File: src/rtl/membus_2_arbiter.sv
// membus_2_arbiter: grants one memory bus to one of two masters per memory cycle, with NXM timeout.
module membus_2_arbiter #(
  parameter bit RR      = 1'b1,
  parameter int TIMEOUT = 1000,
  parameter int TO_W    = 10
) (
  input  logic        clk,
  input  logic        reset,
  input  logic        m0_rq_cyc,
  input  logic        m0_rd_rq,
  input  logic        m0_wr_rq,
  input  logic        m0_wr_rs,
  input  logic        m0_fmc_select,
  input  logic [14:0] m0_ma,
  input  logic [3:0]  m0_sel,
  input  logic [35:0] m0_mb_write,
  output logic        m0_addr_ack,
  output logic        m0_rd_rs,
  output logic [35:0] m0_mb_read,
  output logic        m0_nxm,
  input  logic        m1_rq_cyc,
  input  logic        m1_rd_rq,
  input  logic        m1_wr_rq,
  input  logic        m1_wr_rs,
  input  logic        m1_fmc_select,
  input  logic [14:0] m1_ma,
  input  logic [3:0]  m1_sel,
  input  logic [35:0] m1_mb_write,
  output logic        m1_addr_ack,
  output logic        m1_rd_rs,
  output logic [35:0] m1_mb_read,
  output logic        m1_nxm,
  output logic        s_rq_cyc,
  output logic        s_rd_rq,
  output logic        s_wr_rq,
  output logic        s_wr_rs,
  output logic        s_fmc_select,
  output logic [14:0] s_ma,
  output logic [3:0]  s_sel,
  output logic [35:0] s_mb_write,
  input  logic        s_addr_ack,
  input  logic        s_rd_rs,
  input  logic [35:0] s_mb_read,
  output logic        busy,
  output logic        owner
);
  typedef enum logic [2:0] {IDLE, ADDR, DATA, WAIT_LOW, NXM} state_t;
  state_t state, state_nx;
  logic owner_nx, last, last_nx, is_wr, is_wr_nx;
  logic [TO_W-1:0] timer, timer_nx;
  logic fwd, o_rq_cyc, o_wr_rq, o_wr_rs, done, expired, grant;
  assign fwd      = state == ADDR || state == DATA || state == WAIT_LOW;
  assign o_rq_cyc = owner ? m1_rq_cyc : m0_rq_cyc;
  assign o_wr_rq  = owner ? m1_wr_rq : m0_wr_rq;
  assign o_wr_rs  = owner ? m1_wr_rs : m0_wr_rs;
  // writes and read-modify-writes finish on the master's wr_rs, plain reads on the slave's rd_rs
  assign done     = is_wr ? o_wr_rs : s_rd_rs;
  assign expired  = timer == TO_W'(TIMEOUT - 1);
  assign grant    = (m0_rq_cyc && m1_rq_cyc) ? (RR ? ~last : 1'b0) : m1_rq_cyc;
  assign busy     = state != IDLE;
  assign s_rq_cyc     = fwd && o_rq_cyc;
  assign s_rd_rq      = fwd && (owner ? m1_rd_rq : m0_rd_rq);
  assign s_wr_rq      = fwd && o_wr_rq;
  assign s_wr_rs      = fwd && o_wr_rs;
  assign s_fmc_select = fwd && (owner ? m1_fmc_select : m0_fmc_select);
  assign s_ma         = fwd ? (owner ? m1_ma : m0_ma) : '0;
  assign s_sel        = fwd ? (owner ? m1_sel : m0_sel) : '0;
  assign s_mb_write   = fwd ? (owner ? m1_mb_write : m0_mb_write) : '0;
  assign m0_addr_ack  = fwd && !owner && s_addr_ack;
  assign m1_addr_ack  = fwd && owner && s_addr_ack;
  assign m0_rd_rs     = fwd && !owner && s_rd_rs;
  assign m1_rd_rs     = fwd && owner && s_rd_rs;
  assign m0_mb_read   = (fwd && !owner) ? s_mb_read : '0;
  assign m1_mb_read   = (fwd && owner) ? s_mb_read : '0;
  assign m0_nxm       = state == NXM && !owner;
  assign m1_nxm       = state == NXM && owner;
  always_comb begin
    state_nx = state;
    owner_nx = owner;
    last_nx  = last;
    is_wr_nx = is_wr;
    timer_nx = timer;
    case (state)
      IDLE: if (m0_rq_cyc || m1_rq_cyc) begin
        state_nx = ADDR;
        owner_nx = grant;
        timer_nx = '0;
      end
      ADDR: if (s_addr_ack) begin
        state_nx = DATA;
        is_wr_nx = o_wr_rq;
        timer_nx = '0;
      end else if (!o_rq_cyc) state_nx = IDLE;
      else if (expired) state_nx = NXM;
      else timer_nx = timer + 1'b1;
      DATA: if (done) state_nx = WAIT_LOW;
      else if (expired) state_nx = NXM;
      else timer_nx = timer + 1'b1;
      WAIT_LOW: if (!done && !o_rq_cyc) begin
        state_nx = IDLE;
        last_nx  = owner;
      end
      NXM: begin
        state_nx = IDLE;
        last_nx  = owner;
      end
      default: state_nx = IDLE;
    endcase
  end
  always_ff @(posedge clk or negedge reset) begin
    if (!reset) begin
      state <= IDLE;
      owner <= 1'b0;
      last  <= 1'b1;
      is_wr <= 1'b0;
      timer <= '0;
    end else begin
      state <= state_nx;
      owner <= owner_nx;
      last  <= last_nx;
      is_wr <= is_wr_nx;
      timer <= timer_nx;
    end
  end
endmodule

File: config.mk
export PLATFORM = sky130hd
export DESIGN_NAME = membus_2_arbiter
export DESIGN_NICKNAME = d
export VERILOG_FILES = /design/src/rtl/membus_2_arbiter.sv
export SDC_FILE = /design/constraint.sdc
export NUM_CORES = 1
export LEC_CHECK = 0
export CAP_MARGIN = 10
export CORE_AREA = 4 4 116 118
export CTS_CLUSTER_DIAMETER = 150
export CTS_CLUSTER_SIZE = 28
export DETAILED_ROUTE_END_ITERATION = 8
export DIE_AREA = 0 0 120 122
export PLACE_DENSITY = 0.66
export SYNTH_ARGS = -nofsm -noshare
export SYNTH_HDL_FRONTEND = slang
export SYNTH_SLANG_ARGS = --single-unit
File: constraint.sdc
create_clock -name clk -period 2.3 [get_ports clk]
set_input_delay 0.345 -clock clk [delete_from_list [all_inputs] [get_ports clk]]
set_output_delay 0.345 -clock clk [all_outputs]
set_load 0.03 [all_outputs]
### After elaboration in Yosys (flattened, before gate mapping)

Cells that the tools add are included.

| cells by class | value |
|---|---|
| add/sub/neg operators | 1 |
| equal/unequal tests | 9 |
| multiplexer cells | 30 |
| bitwise logic cells | 1 |
| reduce and logical (&&, ||, !) cells | 30 |

Operators by type and width:

| cell | number |
|---|---|
| $mux W36 | 4 |
| $mux W10 | 5 |
| $mux W15 | 2 |
| $pmux W10 S3 | 1 |
| $mux W3 | 6 |
| $logic_and A1 B1 Y1 | 15 |
| $pmux W3 S4 | 1 |
| $add A10 B1 Y10 const B | 1 |
| $eq A10 B10 Y1 const B | 1 |
| $mux W1 | 8 |
| $mux W4 | 2 |
| $reduce_and A2 Y1 | 4 |
| $eq A3 B2 Y1 const B | 2 |
| $reduce_bool A3 Y1 | 2 |
| $ne A2 B2 Y1 const B | 2 |
| $reduce_and A4 Y1 | 1 |
| $eq A3 B1 Y1 const B | 1 |
| $eq A3 B3 Y1 const B | 1 |
| $logic_not A1 Y1 | 3 |
| $logic_not A3 Y1 | 1 |
| $logic_or A1 B1 Y1 | 3 |
| $ne A3 B3 Y1 const B | 1 |
| $ne A2 B1 Y1 const B | 1 |
| $pmux W1 S2 | 1 |
| other kinds (2) | 2 |

| word-level totals | value |
|---|---|
| flip-flop bits (word level) | 16 |
| input port bits | 160 |
| output and inout bits | 140 |
| logic and storage cells | 76 |

### Logic depth before layout (Yosys ltp)

Gate-level depths: netlist (run 1).

| logic depth | value |
|---|---|
| depth in word-level cells | 6 |
| gate-level depth with buffers | 7 |
| gate-level depth less buffers | 5 |

### Worst setup path after synthesis (run 1)

OpenSTA, ideal clock, no wires.

| path | value |
|---|---|
| kind | reg2out |
| start | reg owner |
| end | out m0_nxm |
| arrival | 1.916 ns |
| required time | 1.955 ns |
| path slack | 0.039 ns |
| cell stages (with the launch flop) | 5 |
| buffers on the path | 3 |
| cells stage by stage | dfrtp_1 buf_4 clkbuf_1 clkbuf_1 nor4_1 |

| between the ends | value |
|---|---|
| cells in the longest elaborated chain, start to end | 2 |

Ends and longest elaborated chain:

| what | RTL line | source |
|---|---|---|
| from (decl) | 45 | `output logic owner` |
| from (signal assigned) | 119 | `owner <= owner_nx;` |
| $logic_not A1 Y1 | 75 | `assign m0_nxm = state == NXM && !owner;` |
| $logic_and A1 B1 Y1 | 75 |  |
| to (decl) | 20 | `output logic m0_nxm,` |

Every way passes these cells.

### Worst setup path after layout (run 1)

| path | value |
|---|---|
| start | reg owner |
| end | out m0_mb_read[29] |

| between the ends | value |
|---|---|
| cells in the longest elaborated chain, start to end | 3 |

Ends and longest elaborated chain:

| what | RTL line | source |
|---|---|---|
| $logic_not A1 Y1 | 73 | `assign m0_mb_read = (fwd && !owner) ? s_mb_read : '0;` |
| $logic_and A1 B1 Y1 | 73 |  |
| $mux W36 | 73 |  |
| to (decl) | 19 | `output logic [35:0] m0_mb_read,` |

Every way passes these cells.

==> results.toml, run 1 <==
[route]
drt-initial-drc-count = 157
drc = 0
first_pass_iters = 4
post_drt_wl_per_cell_um = 18.2
viasPerCell = 4.54
detail_route.wirelength_mm = 14.7
dr_total_vias = 3675
antenna_violating_nets_left = 0

[cells_and_area]
layout.cells.non_filler = 809
drive_gt1_share_pct = 17.6
antenna_cells_inserted = 0
mostFrequentLayoutCells = "sky130_fd_sc_hd__clkdlybuf4s50_1, sky130_fd_sc_hd__nor2_1, sky130_fd_sc_hd__buf_4"
final_common_cell = "sky130_fd_sc_hd__clkdlybuf4s50_1"
final_area_um2 = 6000
final.fill_count = 1220
area_growth_pct = 136
final_nets = 799

[place]
pre_cts_ws_ps = 4.83
place.gp.congestion = 0.922
placedInstanceArea_um2 = 5820
place.detailed.hpwl_mm = 12.3
port_buffers = 299
place_inst = 802

[clock_tree]
clkSlewWorstSetupHoldPaths_ps = 60
clock-sinks = 16
postCtsHoldBufs = 0
clk_path_buf_depth = 2
clk-insertion-delay-late_ps = 250
cts_max_level = 1
tritoncts.num_buffers = 3
cts_tree = "built"
buffer_type_at_the_clock_tree_root = "sky130_fd_sc_hd__clkbuf_16"

[global_routing]
grt_usage_pct = 17.9
grt_remaining_overflow = 0
grt_first_pass_wirelength_mm = 20.9
initial_antenna_violation_count = 0
grt_start_max_net_pins = 54
grt_pass1_vias = 3645

[timing]
drv_slew = 0
report.final.hold_viol_count = 0
rsz0062_at_grt = "true"
final_worst_slack_ps = 61.4
fin_worst_hold_slack_ps = 515
post-route-min-period_ps = 2240
final_min_period_over_clock_period_pct = 97.3
finalSetupViolCount = 0
worst_slew_margin_rel_pct = 50.2
worst_clock_skew_ps = 6.67
worst-slew-pin-transition_ps = 745
clock.fmax_mhz = 447

[flow_run]
cap_violations = 0

[worst_hold_path]
min-delay-path-class = "register to register"
hold_path_depth = 1
hp-start = "timer[9]$_DFFE_PN0P_"
worst_hold_path.endpoint = "timer[9]$_DFFE_PN0P_"

[synthesis]
yosys_warnings = 0
synthFlopType = "sky130_fd_sc_hd__dfrtp_1"
yosys.area_share.xor_xnor_pct = 0
postSynthCellCount = 343
synth_compound_area_share_pct = 11.7
netlist_top_cells_area = "sky130_fd_sc_hd__mux2i_1, sky130_fd_sc_hd__dfrtp_1, sky130_fd_sc_hd__nor2_1"
synth-adder-area-share_pct = 0.493
nets_in_the_synthesized_netlist = 504
synth_top_family_by_area = "simple AND/OR/NAND/NOR gates"
yosysSeqAreaShare_pct = 15.8
synthSimpleGateAreaFrac_pct = 40.4
avgSynthCellArea_um2 = 7.40
synth-edff-count = 0
area_share_of_the_leading_cell_type_in_the_synthesized_netlist_pct = 23.7
synth.ff_latch_count = 16
synth-async-reset-ratio_pct = 100
muxShareOfSynthArea_pct = 24.6
post_synthesis_cell_area_um2 = 2540
yosysTopAreaCell = "sky130_fd_sc_hd__mux2i_1"
synth.distinct_cells = 56

[setup_path]
worstSetupStartpointType = "register"
criticalPathCategory = "register to output port"
timing.critical_path.cells = "buf_6 -> nor2_4 -> and2_1 -> buf_12"
timing.critical_path.slowest_stage_cell = "sky130_fd_sc_hd__dfrtp_4"
slowest_delay_ps = 560
worst_ep_arrival_time_ps = 1890
timing.reg2reg.setup_slack_ps = 100
critical_path_peak_fanout = 38
reg2reg_path_depth = 7
reg2reg_from = "owner$_DFFE_PN0P_"
cp_data_required_time_ps = 1960
worstSetupEndpointType = "output port"
rr_endpoint = "timer[0]$_DFFE_PN0P_"

[floorplanning]
die_x_um = 120
initial_util_pct = 20.4
core_area_um2 = 12500
pin_count = 300
floorplan.die_area_um2 = 14600
die_y_um = 122
floorplan.rows = 41

[pwr]
worst_ir_drop_vdd_mv = 0.643
power-per-cell-area_nw_per_um2 = 1330
p_leak_nw = 3.25

[run_status]
outcome = "finished, final reports clean"
worst max-delay path, delay by kind of cell, from the launching register on:
kind	cells	cell delay, ps
buffers and inverters	2	290
flip-flops	1	560
AND/OR/NAND/NOR	2	770
through the flow:
step	setup TNS [ps]	util, %	total power [W]
4_1_cts	0	47.2	0.00800
3_5_place_dp	0	46.7	0.00774
3_3_place_gp	0	46.7	0.00769
6_report	0	48.1	0.00795
2_1_floorplan	0	-	0.00463
5_1_grt	-1350	48.1	0.00840
what timing repair did:
item | CTS | global route
buffers inserted | 3 | 0
gates resized for setup | 44 | 39
gates cloned | 0 | 0
endpoints found under the setup margin | 108 | 71
pin swaps | 1 | 7
metal layers:
metal  up-vias  GRT usage (%)  wire, um
li1       1804              -         -
met1      1691           22.5      6030
met2       167           31.4      7320
met3        13           5.15      1260
met4         0           1.72       128
met5         -              0         0
worst max path at each step:
stage	startpoint	endpoint	slack, ps	depth (start not counted)
after CTS	owner$_DFFE_PN0P_	s_mb_write[23]	1	4
final	owner$_DFFE_PN0P_	m0_mb_read[29]	60	4
after global routing	owner$_DFFE_PN0P_	m0_mb_read[31]	-70	4
after global placement	owner$_DFFE_PN0P_	m0_mb_read[29]	80	3
after floorplan	owner$_DFFE_PN0P_	m0_nxm	40	4
after detailed placement	owner$_DFFE_PN0P_	m0_mb_read[29]	5	3
cells in the mapped netlist, drive strengths merged (4+ instances only):
cell type / n
a21boi: 4
a21oi: 8
and2: 39
and3: 40
buf: 14
clkbuf: 20
dfrtp: 15
inv: 4
mux2i: 61
nand2: 7
nand4: 5
nor2: 71
layout make-up:
cell class	instances	area, um^2	area share, %
Clock buffer	4	88.8	1.48
Inverter	4	15.0	0.250
Multi-Input combinational cell	289	2010	33.4
Sequential cell	16	405	6.76
Tap cell	172	215	3.59
Timing Repair Buffer	324	3270	54.5
sequential cells by signal, summed over array words and instances (netlist names):
name	cells
owner	1
last	1
is_wr	1
timer	10
state	3
power breakdown:
group	internal (W)	total, W	switching (W)
Sequential	0.000359	0.000477	0.000118
Combinational	0.00293	0.00709	0.00416
Clock	0.000265	0.000384	0.000120
logic make-up (layout without fill, tap and decap cells):
logic type | after synthesis | count (layout)
AO/OA/AOI/OAI | 37 | 37
adder cells (fa/ha/maj) | 1 | 1
buffers and inverters | 38 | 332
flip-flops | 16 | 16
multiplexers | 62 | 62
AND/OR/NAND/NOR | 189 | 189
Note: power is estimated with default switching activity, not from simulation.
==> inputs of run 2 (changes only) <==
--- a/config.mk
+++ b/config.mk
@@ -11,6 +11,7 @@
 export CTS_CLUSTER_SIZE = 28
 export DETAILED_ROUTE_END_ITERATION = 8
 export DIE_AREA = 0 0 120 122
+export GPL_TIMING_DRIVEN = 0
 export PLACE_DENSITY = 0.66
 export SYNTH_ARGS = -nofsm -noshare
 export SYNTH_HDL_FRONTEND = slang
==> results.toml, run 2 (same netlist as run 1, synthesis figures left out) <==
[run_status]
outcome = "finished, final reports clean"

[floorplanning]
pin_count = 300
die_y_um = 122
floorplan.rows = 41
initial_util_pct = 20.4
die_x_um = 120
floorplan.die_area_um2 = 14600
core_area_um2 = 12500

[clock_tree]
clk-insertion-delay-late_ps = 250
clk_path_buf_depth = 2
clkSlewWorstSetupHoldPaths_ps = 60
buffer_type_at_the_clock_tree_root = "sky130_fd_sc_hd__clkbuf_16"
clock-sinks = 16
cts_tree = "built"
postCtsHoldBufs = 0
cts_max_level = 1
tritoncts.num_buffers = 3

[cells_and_area]
area_growth_pct = 130
final_common_cell = "sky130_fd_sc_hd__clkdlybuf4s50_1"
antenna_cells_inserted = 0
largest_register_ff_count = 10
final.fill_count = 1233
mostFrequentLayoutCells = "sky130_fd_sc_hd__clkdlybuf4s50_1, sky130_fd_sc_hd__nor2_1, sky130_fd_sc_hd__clkdlybuf4s15_2"
drive_gt1_share_pct = 25.4
finish.utilization_pct = 46.8
final_area_um2 = 5830
layout_top_registers = "timer (10), state (3)"
registers.top_by_ff_count = "timer"
final_nets = 811

[pwr]
p_leak_nw = 2.75
worst_ir_drop_vdd_mv = 0.716
total_power_w = 0.00763
power-per-cell-area_nw_per_um2 = 1310

[timing]
finalSetupViolCount = 0
drv_slew = 0
worst_clock_skew_ps = 7.91
post-route-min-period_ps = 2220
rsz0062_at_grt = "true"
worst_slew_margin_rel_pct = 46.6
final_min_period_over_clock_period_pct = 96.6
clock.fmax_mhz = 450
report.final.hold_viol_count = 0
fin_worst_hold_slack_ps = 526
worst-slew-pin-transition_ps = 798

[route]
drt-initial-drc-count = 174
dr_total_vias = 3767
first_pass_iters = 5
viasPerCell = 4.59
antenna_violating_nets_left = 0
post_drt_wl_per_cell_um = 18.8
detail_route.wirelength_mm = 15.5
drc = 0

[setup_path]
criticalPathCategory = "register to output port"
cp_data_required_time_ps = 1960
critical_path_peak_fanout = 10
worstSetupEndpointType = "output port"
worstSetupStartpointType = "register"
worst_ep_arrival_time_ps = 1880
reg2reg_path_depth = 7

[place]
port_buffers = 299
place.detailed.hpwl_mm = 13.2
placedInstanceArea_um2 = 5750
place.gp.congestion = 0.838

[global_routing]
grt_remaining_overflow = 0
grt.met3_usage_pct = 5.66
grt_usage_pct = 18.7
grt-busiest-layer = "met2"
grt_pass1_vias = 3785
initial_antenna_violation_count = 0
grt_start_max_net_pins = 17
globalRouteMet1Util_pct = 22.6
grt_use_met2_pct = 33.8
grt_first_pass_wirelength_mm = 21.6

[worst_hold_path]
hold_path_depth = 1
min-delay-path-class = "register to register"

[flow_run]
cap_violations = 0
-- run 2: changes by cell type in the layout (fill, tap and decap cells not counted), moves of 5 or more --
cell	delta
sky130_fd_sc_hd__clkdlybuf4s15_2	+60
sky130_fd_sc_hd__buf_4	-58
sky130_fd_sc_hd__buf_2	+34
sky130_fd_sc_hd__dlymetal6s2s_1	-30
sky130_fd_sc_hd__buf_12	-17
sky130_fd_sc_hd__dlygate4sd2_1	-17
sky130_fd_sc_hd__clkbuf_2	+15
sky130_fd_sc_hd__clkdlybuf4s18_2	+7
sky130_fd_sc_hd__clkbuf_4	+6
sky130_fd_sc_hd__clkdlybuf4s15_1	+5
-- run 2: layout make-up --
class                           count  area (um^2)  share of cell area, %
Timing Repair Buffer              302         2860                   49.0
Multi-Input combinational cell    289         2000                   34.2
Sequential cell                    16          404                   6.93
Buffer                             34          248                   4.25
Tap cell                          172          215                   3.69
Clock buffer                        4         88.8                   1.52
Inverter                            4         18.8                  0.322
-- run 2: final timing paths --
kind	startpoint	slack [ps]	to
worst max-delay path	state[0]$_DFFE_PN0P_	80	s_rq_cyc
worst min-delay path	timer[9]$_DFFE_PN0P_	530	timer[9]$_DFFE_PN0P_
worst max register to register	state[1]$_DFFE_PN0P_	310	timer[8]$_DFFE_PN0P_
worst min register to register	timer[9]$_DFFE_PN0P_	530	timer[9]$_DFFE_PN0P_
max in group asynchronous	reset	1190	state[1]$_DFFE_PN0P_
min in group asynchronous	reset	560	timer[9]$_DFFE_PN0P_
-- run 2: worst max-delay path: stages (launching register included) --
cell	delay (ps)
sky130_fd_sc_hd__dfrtp_2	420
sky130_fd_sc_hd__buf_4	190
sky130_fd_sc_hd__nor2_2	60
sky130_fd_sc_hd__nor2_2	150
sky130_fd_sc_hd__buf_4	190
sky130_fd_sc_hd__clkbuf_4	190
sky130_fd_sc_hd__and2_1	120
sky130_fd_sc_hd__clkdlybuf4s15_2	290
-- run 2: through the flow --
| stage | instances | worst slack [ps] | setup TNS, ps |
|---|---|---|---|
| detailed placement | 814 | -811 | -58330 |
| floorplan | 343 | 39.4 | 0 |
| global placement | 814 | -800 | -54120 |
| CTS | 818 | -44.4 | -411 |
| global route | 821 | -11.7 | -49.0 |
| finish | 821 | 77.7 | 0 |
-- run 2: timing repair --
item | 4_1_cts | 5_1_grt
setup buffers | 0 | 3
pin swaps | 0 | 0
endpoints found under the setup margin | 139 | 89
gates resized for setup | 446 | 46
-- run 2: power by group --
part | leakage, nW | internal [W] | switching (W)
Combinational | 2.50 | 0.00257 | 0.00426
Sequential | 0.207 | 0.000356 | 0.0000691
Clock | 0.0442 | 0.000265 | 0.000118
Total | 2.75 | 0.00319 | 0.00444
-- run 2: layer usage --
layer,up-vias,routed length [um]
li1,1831,-
met3,12,1280
met4,0,148
met5,-,0
met1,1726,6240
met2,198,7790
